<file path="config.mk">
export PLATFORM = sky130hd
export DESIGN_NAME = vga_dither_out
export DESIGN_NICKNAME = d
export VERILOG_FILES = /design/src/rtl/vga_pkg.sv /design/src/rtl/vga_bayer_quant.sv /design/src/rtl/vga_dither_out.sv
export SDC_FILE = /design/constraint.sdc
export NUM_CORES = 1
export LEC_CHECK = 0
export CAP_MARGIN = 20
export CORE_MARGIN = 3
export CORE_UTILIZATION = 40
export DETAILED_ROUTE_END_ITERATION = 7
export PLACE_DENSITY_LB_ADDON = 0.2
export REMOVE_ABC_BUFFERS = 1
export SETUP_SLACK_MARGIN = 0.02
export SKIP_CTS_REPAIR_TIMING = 1
export SYNTH_ARGS = -nofsm -noshare
export SYNTH_HDL_FRONTEND = slang
export SYNTH_SLANG_ARGS = --single-unit
</file>
<file path="constraint.sdc">
create_clock -name clk -period 1.8 [get_ports clk]
set_input_delay 0.27 -clock clk [delete_from_list [all_inputs] [get_ports clk]]
set_output_delay 0.27 -clock clk [all_outputs]
set_load 0.05 [all_outputs]
</file>
<file path="src/rtl/vga_pkg.sv">
// Shared constants and types for the TinyVGA dither/output stage.
// Holds the 4x4 Bayer threshold table, the PMOD pin order and the pipeline word layout.
package vga_pkg;

    // Indexed as BAYER4x4[row][column] = BAYER4x4[vpos_lsb][hpos_lsb].
    localparam logic [0:3][0:3][3:0] BAYER4x4 = '{
        '{4'd0,  4'd8,  4'd2,  4'd10},
        '{4'd12, 4'd4,  4'd14, 4'd6 },
        '{4'd3,  4'd11, 4'd1,  4'd9 },
        '{4'd15, 4'd7,  4'd13, 4'd5 }
    };

    localparam int UO_HSYNC = 7;
    localparam int UO_B0    = 6;
    localparam int UO_G0    = 5;
    localparam int UO_R0    = 4;
    localparam int UO_VSYNC = 3;
    localparam int UO_B1    = 2;
    localparam int UO_G1    = 1;
    localparam int UO_R1    = 0;

    typedef struct packed {
        logic [1:0] r;
        logic [1:0] g;
        logic [1:0] b;
    } rgb2_t;

    typedef struct packed {
        rgb2_t rgb;
        logic  hs;
        logic  vs;
        logic  de;
    } pix_t;

endpackage

</file>
<file path="src/rtl/vga_bayer_quant.sv">
// Combinational ordered-dither quantiser: one IN_W-bit channel down to 2 bits
// against a 4-bit Bayer threshold.
module vga_bayer_quant
    import vga_pkg::*;
#(
    parameter int IN_W = 4
) (
    input  logic [IN_W-1:0] c,
    input  logic [3:0]      t,
    output logic [1:0]      q2
);

    logic [1:0] q;
    logic [3:0] rem4;

    assign q = c[IN_W-1 -: 2];

    // The remainder is the fraction below the kept bits, left-aligned to 4 bits.
    if (IN_W >= 6) begin : g_trunc
        assign rem4 = c[IN_W-3 -: 4];
    end else begin : g_pad
        assign rem4 = {c[IN_W-3:0], {(6-IN_W){1'b0}}};
    end

    assign q2 = (rem4 > t && q != 2'b11) ? q + 2'd1 : q;

endmodule

</file>
<file path="src/rtl/vga_dither_out.sv">
// Final video stage: Bayer dither to 2 bpp, blanking, sync alignment and PMOD packing.
// Define VGA_DITHER_TEMPORAL_EN to invert the dither pattern on alternate frames.
module vga_dither_out
    import vga_pkg::*;
#(
    parameter int IN_W        = 4,
    parameter int PIPE_STAGES = 2,
    parameter bit SYNC_INVERT = 1'b0
) (
    input  logic            clk,
    input  logic            reset,
    input  logic [IN_W-1:0] r_in,
    input  logic [IN_W-1:0] g_in,
    input  logic [IN_W-1:0] b_in,
    input  logic [1:0]      hpos_lsb,
    input  logic [1:0]      vpos_lsb,
    input  logic            display_on,
    input  logic            hsync,
    input  logic            vsync,
    output logic [7:0]      uo_out,
    output logic [5:0]      rgb_out,
    output logic            de_out
);

    localparam pix_t SYNC_MASK = '{rgb: '0, hs: SYNC_INVERT, vs: SYNC_INVERT, de: 1'b0};

    logic [3:0] t_base;
    logic [3:0] t_eff;
    logic [1:0] r_q2, g_q2, b_q2;
    pix_t       s1_d;

    assign t_base = BAYER4x4[vpos_lsb][hpos_lsb];

`ifdef VGA_DITHER_TEMPORAL_EN
    logic frame_parity;
    logic vsync_q;

    // vsync_q resets high so a vsync held across reset release is not seen as a new frame.
    always_ff @(posedge clk) begin
        if (reset) begin
            frame_parity <= 1'b0;
            vsync_q      <= 1'b1;
        end else begin
            vsync_q <= vsync;
            if (vsync && !vsync_q)
                frame_parity <= ~frame_parity;
        end
    end

    assign t_eff = t_base ^ {4{frame_parity}};
`else
    assign t_eff = t_base;
`endif

    vga_bayer_quant #(.IN_W(IN_W)) u_quant_r (.c(r_in), .t(t_eff), .q2(r_q2));
    vga_bayer_quant #(.IN_W(IN_W)) u_quant_g (.c(g_in), .t(t_eff), .q2(g_q2));
    vga_bayer_quant #(.IN_W(IN_W)) u_quant_b (.c(b_in), .t(t_eff), .q2(b_q2));

    always_comb begin
        s1_d     = '0;
        s1_d.hs  = hsync;
        s1_d.vs  = vsync;
        s1_d.de  = display_on;
        if (display_on)
            s1_d.rgb = '{r: r_q2, g: g_q2, b: b_q2};
    end

    pix_t stage_d [PIPE_STAGES];
    pix_t stage_q [PIPE_STAGES];

    assign stage_d[0] = s1_d;
    for (genvar k = 1; k < PIPE_STAGES; k++) begin : g_delay
        assign stage_d[k] = stage_q[k-1];
    end

    // The last stage is the output register, where the sync polarity is applied.
    always_ff @(posedge clk) begin
        if (reset) begin
            for (int k = 0; k < PIPE_STAGES; k++)
                stage_q[k] <= (k == PIPE_STAGES - 1) ? SYNC_MASK : '0;
        end else begin
            for (int k = 0; k < PIPE_STAGES; k++)
                stage_q[k] <= (k == PIPE_STAGES - 1) ? (stage_d[k] ^ SYNC_MASK) : stage_d[k];
        end
    end

    pix_t out_pix;
    assign out_pix = stage_q[PIPE_STAGES-1];

    always_comb begin
        uo_out           = '0;
        uo_out[UO_HSYNC] = out_pix.hs;
        uo_out[UO_B0]    = out_pix.rgb.b[0];
        uo_out[UO_G0]    = out_pix.rgb.g[0];
        uo_out[UO_R0]    = out_pix.rgb.r[0];
        uo_out[UO_VSYNC] = out_pix.vs;
        uo_out[UO_B1]    = out_pix.rgb.b[1];
        uo_out[UO_G1]    = out_pix.rgb.g[1];
        uo_out[UO_R1]    = out_pix.rgb.r[1];
    end

    assign rgb_out = out_pix.rgb;
    assign de_out  = out_pix.de;

endmodule

</file>
**Yosys cells after proc, flatten, opt, wreduce, memory -nomap -nowiden**

Memory sizes are Yosys's and may differ from the RTL's.
Index checks and enable logic that the tools add are counted.

- Memories kept: 1
- Output and inout port bits: 15
- Memory bits (writable): 18
- Bits in latches: 0
- Input bits: 21
- Flip-flop bits (word level): 0
- Memory bits (read-only): 0

- Div/mod/pow operators: 0
- Shift-type cells: 0
- Reductions and logical operators: 3
- Muxes and demuxes: 15
- Eq/ne operators: 3
- Magnitude comparators: 5
- Add/sub/neg operators: 3
- $mul: 0
- Bitwise gates (word level): 4

Memories:

| name | depth | bits a word | read ports | clocked after memory_dff | write ports | line | text |
|---|---|---|---|---|---|---|---|
| stage_q | 2 | 9 | 2 | 0 | 2 | vga_dither_out.sv:69 | `pix_t stage_q [PIPE_STAGES];` |

Operators by type and width:

| kind | number |
|---|---|
| $bmux 16 s2 | 1 |
| $mux 16 | 2 |
| $mux 9 | 2 |
| $gt 4x4->1 | 3 |
| $bmux 4 s2 | 1 |
| $mux 4 | 2 |
| $add 2x1->2 const B | 3 |
| $ge 3x3->1 const B | 2 |
| $mux 2 | 3 |
| $mux 6 | 1 |
| $ne 2x2->1 const B | 3 |
| $not 2->3 | 2 |
| $logic_and 1x1->1 | 3 |
| $mux 1 | 3 |
| $or 1x1->1 | 2 |

**Logic depth before layout (Yosys ltp)**

- Word-level depth: 12
- Mapped depth: 5
- Mapped depth without buffers: 5

**Modules after synthesis**

Synthesis repeated with hierarchy kept, for this count alone.

- Cell total of the unflattened synthesis: 75
- Area, all modules: 852.1 sq um

By module, submodules not included:

| module | instances | seq. area each (sq um) | cells each | area each (sq um) |
|---|---|---|---|---|
| vga_dither_out | 1 | 360.3 | 45 | 574.3 |
| vga_bayer_quant | 3 | 0.0 | 10 | 92.6 |

**Worst setup path before layout**

Ideal clock, no wire load.

- Path type: input to register
- From: input vpos_lsb[0]
- To: memory stage_q[0][6] in the netlist's numbering
- Arrival: 1.461 ns
- Stages on the path: 5
- Library setup time: 0.116 ns
- Setup slack: 0.223 ns
- Path buffers: 0
- Cells stage by stage: xnor2_1 -> ha_1 -> nor4bb_4 -> o311a_2 -> a31o_2

RTL lines:

| what | line | text |
|---|---|---|
| from (decl) | vga_dither_out.sv:16 | `input logic [1:0] vpos_lsb,` |
| to (decl) | vga_dither_out.sv:69 |  |

==> out/metrics.csv <==
stage;metric;value;unit
run_status;status;completed;
worst_setup_path;CP Launch Type;input port;
global_route;GRT busiest layer;met2;
placement;number of port buffers;35;
power_and_ir_drop;clock group share of total power;21.6;%
placement;GP Congestion;0.650;
synth;Seq/Total Area, Yosys;44.2;%
hold_path;worst min path class;flip-flop to flip-flop;
synth;most frequent cells after synthesis;18 x dfxtp_1, 12 x nor2b_1, 9 x ha_1;
layout;Layout Utilization;66.0;%
worst_setup_path;Crit Path Category;input port to flip-flop;
sta;unrepaired setup endpoints after global routing;true;
synth;register bit count reported by yosys;18;
layout;Area Growth Syn to Fin;47.6;%
layout;fraction of layout cells with a size suffix above 1;13.0;%
layout;register with the highest flop count;stage_q;
global_route;GR Util met3;2.62;%
routing;detailed-route wire length per cell;10.8;um
routing;Vias;624;
routing;DRT Pass-1 Iters;3;
global_route;vias in the first global route;655;
floorplanning;Die Area;2610;um^2
synth;leading area contributor after synthesis;dfxtp_1;
floorplanning;Core Box Area;1820;um^2
layout;# diodes;0;
synth;Syn. warnings;0;
power_and_ir_drop;Sw Ratio;26.0;%
sta;Layout Skew;0.00494;ns
power_and_ir_drop;post-layout total power;0.825;mW
clocking;worst skew pair latency;0.28;ns
clocking;clock sink count;18;
global_route;GR met2 Demand/Resource;26.2;%
global_route;largest net degree at the start of global routing;12;
clocking;CTS root buffer;clkbuf_4;
sta;Worst Tran Pin Value;0.502;ns
global_route;Total GRT Usage;13.1;%
global_route;met1 Use GR;12.1;%
sta;period utilization;96.3;%
power_and_ir_drop;Int Power;0.610;mW
synth;number of synthesized flops with an enable pin;0;
synth;Yosys cell types;22;
run;max cap viols;0;
synth;ys flop type;dfxtp_1;
layout;nets@finish;140;
global_route;GRT Residual Overflow;0;
synth;most frequent cell after synthesis;dfxtp_1;
power_and_ir_drop;pwr/cell area;686;nW/um^2
synth;share of the synthesized area in the top cell type;44.2;%
synth;main area contributors after synthesis;dfxtp_1 44%, ha_1 14%, nor2b_1 9.2%, buf_4 5.5%, mux2i_1 4.9%;
worst_setup_path;Worst Path Max Fanout;4;
sta;Max-Slew Margin vs Limit;66.4;%
clocking;CTS Buf Count;3;
routing;vias per cell;4.69;
power_and_ir_drop;Logic pwr share;27.1;%
synth;Async S/R FF share, synth;0;%
global_route;first-pass GRT wire length;2560;um
synth;Avg Cell Area, Syn;11.0;um^2
power_and_ir_drop;sw power;0.215;mW
floorplanning;num rows;15;
sta;final-report hold violation count;0;
routing;ANT nets after route;0;
synth;Netlist Area Pre-Place;815;um^2
floorplanning;Initial Util;44.7;%
power_and_ir_drop;sequential group share of total power;51.3;%
power_and_ir_drop;leakage power;0.486;nW
clocking;Reg clk slew, reported paths;0.09;ns
sta;Final setup violation count;0;
worst_setup_path;Worst Path Arrival;1.91;ns
routing;post-detailed-route DRC marker count;0;
routing;DR iter-0 viols;2;
floorplanning;chip width;51.1;um
clocking;H-tree levels;1;
worst_setup_path;Data required, critical path;1.98;ns
worst_setup_path;Setup crit end kind;flip-flop;
floorplanning;Die Y;51.1;um
sta;Slew Limit Fails;0;
sta;Highest Clock Rate;0.577;GHz
layout;biggest regs;stage_q x18;
placement;Post-DP HPWL;1260;um
routing;Detailed Route WL;1430;um
power_and_ir_drop;VDD IR-drop max;0.370;mV
layout;max reg flops;18;
sta;crit path time final;1.73;ns
floorplanning;top-level port count;36;
global_route;initial antenna violation count;0;
clocking;clock buffer depth;2;
synth;Post-Syn Instances;74;
clocking;CTS tree;built;
==> layout by cell type, fill, tap and decap left out, types with 2 or more instances in the layout <==
master           count
a21oi_1              2
mux2i_1              4
ha_1                 9
nor2b_1             12
nand2_1              6
dfxtp_1             18
a311oi_2             2
nand2b_1             2
clkdlybuf4s50_1     35
buf_4                4
clkbuf_4             3
==> path summary, 6_finish.rpt <==
kind | from | endpoint | slack (ns) | cells past startpoint
max | vpos_lsb[0] | stage_q[0][6]$_SDFF_PP0_ | 0.07 | 6
max reg2reg | stage_q[0][0]$_SDFF_PP0_ | stage_q[0][9]$_SDFF_PP0_ | 1.28 | 1
min | stage_q[0][4]$_SDFF_PP0_ | stage_q[0][13]$_SDFF_PP0_ | 0.44 | 1
min reg2reg | stage_q[0][4]$_SDFF_PP0_ | stage_q[0][13]$_SDFF_PP0_ | 0.44 | 1
==> kinds of logic after synthesis <==
group / count (synthesis) / synth area share, %
buffers and inverters: 9 / 7.06
multiplexers: 4 / 4.92
XOR/XNOR: 1 / 1.08
flip-flops: 18 / 44.2
AO/OA/AOI/OAI: 9 / 10.3
adder cells (fa/ha/maj): 9 / 13.8
AND/OR/NAND/NOR: 24 / 18.6
==> final cells by class <==
type,instances,area [um^2]
Fill cell,156,618
Timing Repair Buffer,39,380
Clock buffer,3,22.5
Tap cell,25,31.3
Inverter,1,3.75
Sequential cell,18,360
Multi-Input combinational cell,47,404
==> critical path: stages <==
cell	delay (ns)
clkdlybuf4s50_1	0.52
xnor2_2	0.13
ha_1	0.28
nor4bb_4	0.17
o311a_2	0.33
a31o_2	0.21
==> metrics by stage <==
| step | instances | area (um^2) | hold WS (ns) | setup TNS, ns | setup slack [ns] |
|---|---|---|---|---|---|
| CTS | 133 | 1190 | 0.441 | 0 | 0.0625 |
| detailed placement | 130 | 1170 | 0.421 | -1.24 | -0.237 |
| global placement | 130 | 1170 | 0.418 | -1.19 | -0.207 |
| floorplan | 66 | 761 | 0.342 | 0 | 0.223 |
| global route | 133 | 1200 | 0.458 | 0 | 0.0144 |
| finish | 133 | 1200 | 0.439 | 0 | 0.0664 |
==> metal layers <==
layer | part of all wire [%] | routed length [um]
met4 | 0 | 0
met1 | 34 | 491
met3 | 7.9 | 113
met5 | 0 | 0
met2 | 58 | 827
==> power by group through the flow <==
| stage | sequential [mW] | clock [mW] | combinational, mW |
|---|---|---|---|
| floorplan | 0.478 | 0 | 0.0787 |
| global placement | 0.432 | 0 | 0.218 |
| detailed placement | 0.433 | 0 | 0.224 |
| CTS | 0.423 | 0.189 | 0.225 |
| global route | 0.426 | 0.213 | 0.242 |
| finish | 0.423 | 0.178 | 0.223 |
Power figures use the tool's default switching activity.
